--- config.mk ---
export PLATFORM = sky130hd
export DESIGN_NAME = event_sequencer
export DESIGN_NICKNAME = d
export VERILOG_FILES = /design/src/rtl/event_sequencer.sv
export SDC_FILE = /design/constraint.sdc
export NUM_CORES = 1
export LEC_CHECK = 0
export ABC_AREA = 0
export CORE_MARGIN = 3
export CORE_UTILIZATION = 35
export DETAILED_ROUTE_END_ITERATION = 8
export PLACE_DENSITY = 0.6
export REMOVE_ABC_BUFFERS = 1
export SYNTH_ARGS = -nofsm -noshare
export SYNTH_HDL_FRONTEND = slang
export SYNTH_SLANG_ARGS = --single-unit
--- constraint.sdc ---
create_clock -name clk -period 6.6 [get_ports clk]
set_input_delay 1.32 -clock clk [delete_from_list [all_inputs] [get_ports clk]]
set_output_delay 1.32 -clock clk [all_outputs]
set_load 0.005 [all_outputs]
--- src/rtl/event_sequencer.sv ---
// rtl/event_sequencer.sv - board-square event sequencer: announce, effect, completion tick, one-deep pending slot.
// Optional effect watchdog (timeout_flag port) is built when EVENT_TIMEOUT_EN is defined.
module event_sequencer #(
    parameter int ANNOUNCE_CYC = 50_000_000,
    parameter int TIMEOUT_CYC  = 300_000_000
) (
    input  logic       clk,
    input  logic       reset,
    input  logic       event_req,
    input  logic [3:0] event_code,
    input  logic       req_player,
    input  logic       anim_done,
    output logic       busy,
    output logic       ui_event_valid,
    output logic [3:0] ui_event_id,
    output logic       ui_player,
    output logic       effect_start,
    output logic       event_end_tick,
    output logic       game_over,
    output logic       overflow,
    output logic       bad_code,
`ifdef EVENT_TIMEOUT_EN
    output logic       timeout_flag,
`endif
    output logic [7:0] event_count
);

    // One shared phase counter serves both the announce timer and the watchdog.
    localparam int LIMIT_MAX = (ANNOUNCE_CYC > TIMEOUT_CYC) ? ANNOUNCE_CYC : TIMEOUT_CYC;
    localparam int CNT_W     = (LIMIT_MAX > 2) ? $clog2(LIMIT_MAX) : 1;
    localparam logic [CNT_W-1:0] ANN_LAST = CNT_W'(ANNOUNCE_CYC - 1);
`ifdef EVENT_TIMEOUT_EN
    localparam logic [CNT_W-1:0] TMO_LAST = CNT_W'(TIMEOUT_CYC - 1);
`endif

    typedef enum logic [2:0] {
        S_IDLE     = 3'd0,
        S_ANNOUNCE = 3'd1,
        S_EFFECT   = 3'd2,
        S_DONE     = 3'd3,
        S_WIN      = 3'd4
    } state_t;

    state_t           state_q, state_d;
    logic [CNT_W-1:0] cnt_q, cnt_d;
    logic [3:0]       act_code_q, act_code_d;
    logic             act_player_q, act_player_d;
    logic             pend_valid_q, pend_valid_d;
    logic [3:0]       pend_code_q, pend_code_d;
    logic             pend_player_q, pend_player_d;
    logic             busy_q, busy_d;
    logic             valid_q, valid_d;
    logic [3:0]       id_q, id_d;
    logic             player_q, player_d;
    logic             effect_start_q, effect_start_d;
    logic             end_tick_q, end_tick_d;
    logic             game_over_q, game_over_d;
    logic             overflow_q, overflow_d;
    logic             bad_code_q, bad_code_d;
    logic [7:0]       count_q, count_d;
`ifdef EVENT_TIMEOUT_EN
    logic             timeout_q, timeout_d;
`endif

    logic       code_ok;
    logic [3:0] req_code_n;
    logic       req_ok;
    logic       launch;
    logic [3:0] l_code;
    logic       l_player;
    logic       take_req;

    always_comb begin
        code_ok = 1'b0;
        case (event_code)
            4'd0, 4'd2, 4'd3, 4'd4, 4'd6, 4'd8, 4'd10: code_ok = 1'b1;
            default:                                   code_ok = 1'b0;
        endcase
        req_code_n = code_ok ? event_code : 4'd0;
        // Once the game is won every request is ignored, including its error flags.
        req_ok     = event_req && (state_q != S_WIN);

        state_d       = state_q;
        cnt_d         = cnt_q;
        act_code_d    = act_code_q;
        act_player_d  = act_player_q;
        pend_valid_d  = pend_valid_q;
        pend_code_d   = pend_code_q;
        pend_player_d = pend_player_q;
        overflow_d    = overflow_q;
        bad_code_d    = bad_code_q;
        launch        = 1'b0;
        l_code        = 4'd0;
        l_player      = 1'b0;
        take_req      = 1'b0;
`ifdef EVENT_TIMEOUT_EN
        timeout_d     = timeout_q;
`endif

        case (state_q)
            S_IDLE: begin
                if (pend_valid_q) begin
                    launch       = 1'b1;
                    l_code       = pend_code_q;
                    l_player     = pend_player_q;
                    pend_valid_d = 1'b0;
                end else if (req_ok) begin
                    launch   = 1'b1;
                    l_code   = req_code_n;
                    l_player = req_player;
                    take_req = 1'b1;
                end
            end
            S_ANNOUNCE: begin
                if (cnt_q == ANN_LAST) begin
                    state_d = S_EFFECT;
                    cnt_d   = '0;
                end else begin
                    cnt_d = cnt_q + 1'b1;
                end
            end
            S_EFFECT: begin
                if (anim_done) begin
                    state_d = S_DONE;
`ifdef EVENT_TIMEOUT_EN
                end else if (cnt_q == TMO_LAST) begin
                    state_d   = S_DONE;
                    timeout_d = 1'b1;
                end else begin
                    cnt_d = cnt_q + 1'b1;
`endif
                end
            end
            S_DONE: begin
                if (pend_valid_q) begin
                    launch       = 1'b1;
                    l_code       = pend_code_q;
                    l_player     = pend_player_q;
                    pend_valid_d = 1'b0;
                end else begin
                    state_d = S_IDLE;
                end
            end
            S_WIN: begin
                state_d = S_WIN;
            end
            default: begin
                state_d = S_IDLE;
            end
        endcase

        if (launch) begin
            act_code_d   = l_code;
            act_player_d = l_player;
            cnt_d        = '0;
            if (l_code == 4'd0)       state_d = S_DONE;
            else if (l_code == 4'd10) state_d = S_WIN;
            else                      state_d = S_ANNOUNCE;
        end

        // Slot occupancy is judged on the registered value, so a slot being served this cycle still rejects.
        if (req_ok && !take_req) begin
            if (pend_valid_q) begin
                overflow_d = 1'b1;
            end else begin
                pend_valid_d  = 1'b1;
                pend_code_d   = req_code_n;
                pend_player_d = req_player;
            end
        end
        if (req_ok && !code_ok) bad_code_d = 1'b1;

        busy_d         = (state_d != S_IDLE);
        valid_d        = (state_d == S_ANNOUNCE) || (state_d == S_EFFECT);
        id_d           = (state_d == S_IDLE) ? 4'd0 : act_code_d;
        player_d       = (state_d == S_IDLE) ? 1'b0 : act_player_d;
        effect_start_d = (state_d == S_EFFECT) && (state_q != S_EFFECT);
        end_tick_d     = (state_d == S_DONE);
        game_over_d    = game_over_q || (state_d == S_WIN);
        count_d        = count_q;
        if ((state_d == S_DONE) && (act_code_d != 4'd0)) count_d = count_q + 8'd1;
    end

    always_ff @(posedge clk) begin
        if (reset) begin
            state_q        <= S_IDLE;
            cnt_q          <= '0;
            act_code_q     <= 4'd0;
            act_player_q   <= 1'b0;
            pend_valid_q   <= 1'b0;
            pend_code_q    <= 4'd0;
            pend_player_q  <= 1'b0;
            busy_q         <= 1'b0;
            valid_q        <= 1'b0;
            id_q           <= 4'd0;
            player_q       <= 1'b0;
            effect_start_q <= 1'b0;
            end_tick_q     <= 1'b0;
            game_over_q    <= 1'b0;
            overflow_q     <= 1'b0;
            bad_code_q     <= 1'b0;
            count_q        <= 8'd0;
`ifdef EVENT_TIMEOUT_EN
            timeout_q      <= 1'b0;
`endif
        end else begin
            state_q        <= state_d;
            cnt_q          <= cnt_d;
            act_code_q     <= act_code_d;
            act_player_q   <= act_player_d;
            pend_valid_q   <= pend_valid_d;
            pend_code_q    <= pend_code_d;
            pend_player_q  <= pend_player_d;
            busy_q         <= busy_d;
            valid_q        <= valid_d;
            id_q           <= id_d;
            player_q       <= player_d;
            effect_start_q <= effect_start_d;
            end_tick_q     <= end_tick_d;
            game_over_q    <= game_over_d;
            overflow_q     <= overflow_d;
            bad_code_q     <= bad_code_d;
            count_q        <= count_d;
`ifdef EVENT_TIMEOUT_EN
            timeout_q      <= timeout_d;
`endif
        end
    end

    assign busy           = busy_q;
    assign ui_event_valid = valid_q;
    assign ui_event_id    = id_q;
    assign ui_player      = player_q;
    assign effect_start   = effect_start_q;
    assign event_end_tick = end_tick_q;
    assign game_over      = game_over_q;
    assign overflow       = overflow_q;
    assign bad_code       = bad_code_q;
    assign event_count    = count_q;
`ifdef EVENT_TIMEOUT_EN
    assign timeout_flag   = timeout_q;
`endif

endmodule

# Word level (Yosys, flattened, before mapping)

Index checks and enable logic that the tools add are counted.

$add $sub $neg: 2
Equality and inequality tests: 18
Multiplexer cells: 29
Bitwise logic cells: 1
Reductions and logical operators: 21

Operators by type and width:

| kind                  | number |
|---|---|
| $add 29x1->29 const B | 1 |
| $eq 29x26->1 const B  | 1 |
| $mux 29               | 1 |
| $mux 4                | 5 |
| $mux 3                | 6 |
| $pmux 3 s5            | 1 |
| $mux 1                | 13 |
| $eq 3x2->1 const B    | 4 |
| $eq 4x4->1 const B    | 3 |
| $add 8x1->8 const B   | 1 |
| $eq 4x2->1 const B    | 2 |
| $eq 4x3->1 const B    | 2 |
| $logic_not 4->1       | 2 |
| $pmux 4 s2            | 1 |
| $reduce_or 7->1       | 1 |
| $eq 3x1->1 const B    | 2 |
| $eq 3x3->1 const B    | 2 |
| $logic_not 3->1       | 2 |
| $reduce_or 2->1       | 3 |
| $logic_and 1x1->1     | 5 |
| $pmux 1 s2            | 2 |
| $reduce_and 2->1      | 2 |
| $reduce_bool 4->1     | 1 |
| $ne 3x2->1 const B    | 1 |
| other kinds (5)       | 7 |

Register bits after elaboration: 63
Input bits: 9
Output and inout bits: 20
Logic and storage cells: 88

# Longest topological paths before layout

Depth in word-level cells: 13
Gate-level depth with buffers: 9
Mapped depth without buffers: 8

# Worst setup path after synthesis

No wires, ideal clock.

Path type: input port to flip-flop
Start point: input port event_code[3]
End point: register count_q[4], in the netlist event_count[4]
Setup time: 123 ps
Arrival: 3,094 ps
Data required time: 6,477 ps
Path slack: 3,382 ps
Stages: 7
Buffers on the path: 1
Cells stage by stage: or4_4 a2bb2oi_1 a21boi_1 o22a_1 buf_6 nor4_4 mux2_1

Word-level cells in the longest chain between the ends: 13
Elaborated cells between the ends (all ways): 22
Classes of those cells: eq/ne (8); mux (9); reduce/logical (5)

RTL lines:

| what                               | RTL line | text |
|---|---|---|
| start: declaration                 | 10       | `input logic [3:0] event_code,` |
| $eq 4x2->1 (tied with other cells) | 75       | `case (event_code)` |
| $reduce_or 7->1                    | 75       |  |
| $mux 1                             | 75       |  |
| $mux 4 (*)                         | 79       | `req_code_n = code_ok ? event_code : 4'd0;` |
| $mux 4 (*)                         | 107      | `end else if (req_ok) begin` |
| $mux 4 (*)                         | 102      | `if (pend_valid_q) begin` |
| $pmux 4 s2 (*)                     | 100      | `case (state_q)` |
| $eq 4x4->1                         | 157      | `else if (l_code == 4'd10) state_d = S_WIN;` |
| $mux 3                             | 157      |  |
| $mux 3                             | 156      | `if (l_code == 4'd0) state_d = S_DONE;` |
| $mux 3                             | 152      | `if (launch) begin` |
| $eq 3x2->1                         | 181      | `if ((state_d == S_DONE) && (act_code_d != 4'd0)) count_d = count_q + 8'd1;` |
| $logic_and 1x1->1 (*)              | 181      |  |
| end signal: assignment             | 223      | `count_q <= count_d;` |
| end: declaration                   | 60       | `logic [7:0] count_q, count_d;` |

Mark *: on every way between the ends. The rest lies on a longest branch, timed or not.
A chain may end at the register's enable or synchronous reset.

# Worst setup path in the final report

Start point: input port event_code[3]
End point: register count_q[3], in the netlist event_count[3]

Same word-level chain as after synthesis.

==> PnR_summary.wiki <==
{| class="wikitable"
! Metric !! Value
|-
| Status || finished, final reports clean
|-
| Final cell utilization of the core || 0.432
|-
| Synth Instances || 327
|-
| Weighted congestion reported at the end of routability-driven placement || approximately 0.84
|-
| Fraction of layout cells with a size suffix above 1 || 0.0782
|-
| Initial Utilization || 0.369
|-
| Seq cells post-synth || between 60 and 70
|-
| Sum of overflow across all layers after global routing || 0
|-
| Setup Total Neg Slack || 0 ns
|-
| Required time of the worst setup path || 6.82 ns
|-
| Count of final setup violators || 0
|-
| Average footprint of a synthesized cell || 8.96 sq um
|-
| Clock root buffer master || clkbuf_8
|-
| Area of the multi-input gates || 1580 sq um
|-
| Count of nets after finishing || about 370
|-
| Hold/Removal Path Class || flop to flop
|-
| Ordered cell list for the critical path || clkdlybuf4s50_1, or4_4, a2bb2oi_1, a21boi_1, o22a_1, nor4b_1, mux2_2
|-
| Drt total wl || approximately 5.7 mm
|-
| Count of antenna-violating nets left after detailed routing || 0
|-
| F_max || 263 MHz
|-
| Skew-Pair Late Insertion Delay || approximately 0.32 ns
|-
| Clock tree sinks || 63
|-
| TritonCTS clock tree || done
|-
| Total number of vias || between 2000 and 2500
|-
| GR Util met1 || 0.166
|-
| Final worst clock skew || around 0.0074 ns
|-
| Final critical-path share of the clock period || 0.576
|-
| Vias in the first global route || 2164
|-
| FILL cells || 790
|-
| Asr flop ratio synth || 0
|-
| Global routing met2 resource utilization || 0.188
|-
| Count of distinct cell types in the synthesized netlist || 50
|-
| Sequential cell area in the final layout || between 1000 and 1500 sq um
|-
| Y dimension of the die || approximately 97 microns
|-
| Buffers from clock root to sink, at most || 2
|-
| Kind of start point of the critical path || input pin
|-
| Vias per cell || 4.92
|-
| Relative slew slack || 0.341
|-
| Worst setup EP type || flop
|-
| Detailed-placement wirelength estimate || about 4 mm
|-
| Mapped cell area || ~2900 sq um
|-
| Setup ws final || ~2.8 ns
|-
| Cell with the most instances after synthesis || nor2_1
|-
| Routed length per placed instance || around 12 microns
|-
| Post-CTS setup buffer count || 0
|-
| Detailed-route DRC error count || 0
|-
| Count of max-cap constraint violations || 0
|-
| Peak-usage layer in the global routing report || met2
|-
| Io pins || 29
|-
| Reg2reg setup slack || 3.69 ns
|-
| Transition at the pin with the smallest max-transition slack || slightly below 1 ns
|-
| Initial detailed-routing violation count || ~100
|-
| Diodes inserted || 0
|-
| Total GRT Usage || 0.127
|-
| Hold Vio Cnt, Final || 0
|-
| Post-synth top area cell || dfxtp_1
|-
| Post-Place Setup Slack || about 2.4 ns
|-
| Ys flop type || dfxtp_1
|-
| Sequential area share after synthesis || 0.431
|-
| Highest ir drop seen on vdd || slightly above 0.00009 V
|-
| Met3 track utilization from global routing || 0.0359
|-
| Share of Yosys cell area claimed by the top area cell type || 0.431
|-
| Count of final max-slew check failures || 0
|-
| Arrival time of the worst setup path || roughly 4.0 ns
|-
| Warning count from the yosys run || 0
|-
| Die outline area || roughly 9500 sq um
|-
| Ranking of synthesized cells by instance count || nor2_1, dfxtp_1, nand2_1
|-
| Cell type of the slowest stage on the worst timing path || or4_4
|-
| Dominant cells by area after synthesis || dfxtp_1, nor2_1, xor2_1, xnor2_1, nor4_4
|-
| Max H-tree Level || 3
|-
| Setup repair after global routing missed its margin || false
|-
| IO buf count || 28
|-
| Post-cts hold buffer count || 0
|-
| Clock slew at the register clock pins of the worst setup and hold paths || approximately 0.070 ns
|-
| First-pass GRT wire length || 9.89 mm
|-
| Worst setup path class || input pin to flop
|-
| Width of the die || 97.5 microns
|-
| Largest net degree at the start of global routing || 39
|-
| Tmin final || about 3.8 ns
|-
| Longest individual stage delay on the worst path || about 0.58 ns
|-
| Total CTS buffers || 9
|-
| LEAKAGE || 1.19 nW
|-
| Placeable core area || a little under 8000 sq um
|-
| Detailed Routing Iterations Pass 1 || 4
|-
| Power density over the cells || 240 nW/um^2
|-
| Standard-cell rows || 32
|-
| Number of enable flip-flop cells after synthesis || 0
|-
| Number of resized instances in the post-cts repair step || 0
|-
| Synth-to-layout area growth || 16.8%
|-
| Initial antenna violation count || 0
|-
| CP max FO || 12
|}
==> path summary, 6_finish.rpt <==
path	from	endpoint	cells after the start
min reg2reg	game_over	game_over	2
min	game_over	game_over	2
max	event_code[3]	event_count[3]	7
max reg2reg	state_q[1]	event_count[3]	7
==> power breakdown <==
group	switching [mW]	leakage (nW)	internal, mW
Clock	0.133	0.0761	0.131
Combinational	0.0872	0.607	0.0603
Sequential	0.0126	0.510	0.397
Total	0.233	1.19	0.588
==> critical path, delay by kind of cell <==
kind | cells | cell delay [ns]
simple gates | 2 | 1.01
compound gates | 3 | 0.79
buf+inv | 1 | 0.53
mux | 1 | 0.37
==> sequential cells by signal, summed over array words and instances (netlist names), 3 cells and up <==
name and cells:
cnt_q 29, event_count 8, state_q 3, ui_event_id 4, pend_code_q 4, act_code_q 4
==> cell families after synthesis <==
logic type | Yosys count | share of synthesized area
fa+ha+maj | 2 | 0.00854
simple gates | 173 | 0.334
buf+inv | 17 | 0.0308
flops | 63 | 0.431
mux | 8 | 0.0303
compound gates | 34 | 0.0756
xor+xnor | 30 | 0.0897
==> layer usage <==
| layer | part of all wire | vias up |
|---|---|---|
| met3 | 0.046 | 8 |
| li1 | - | 1179 |
| met4 | 0.015 | 0 |
| met1 | 0.50 | 1036 |
| met5 | 0 | - |
| met2 | 0.44 | 40 |
==> stage by stage <==
stage          total power [mW]  hold WS, ns  cell area [sq um]  std cells
6_report                  0.821        0.454               3420        460
5_1_grt                   0.868        0.492               3420        460
4_1_cts                   0.834        0.460               3420        460
3_5_place_dp              0.566        0.448               3280        446
3_3_place_gp              0.565        0.438               3280        446
2_1_floorplan             0.512        0.430               2850        314
==> layout make-up <==
| cell class | count | share of cell area |
|---|---|---|
| repair buffers | 30 | 0.0863 |
| clock buffers | 12 | 0.0395 |
| well taps | 102 | 0.0373 |
| inverters | 4 | 0.00439 |
| multi-input cells | 247 | 0.461 |
| clock inverters | 2 | 0.00293 |
| flip-flops and latches | 63 | 0.369 |
==> layout by cell type (no fill, tap or decap), drive strengths merged, types with 4 or more instances in the layout <==
| cell | instances |
|---|---|
| nand2 | 22 |
| mux2 | 7 |
| nor4b | 5 |
| and3 | 5 |
| nand2b | 8 |
| nor3b | 4 |
| nor2b | 10 |
| nor2 | 64 |
| clkdlybuf4s50 | 28 |
| nor3 | 9 |
| nand4 | 6 |
| a21oi | 15 |
| xor2 | 16 |
| dfxtp | 63 |
| nand3 | 12 |
| clkbuf | 12 |
| and2 | 5 |
| nor4 | 6 |
| xnor2 | 14 |
| and4 | 4 |
| inv | 4 |
| o21ai | 4 |
Power figures use the tool's default switching activity.
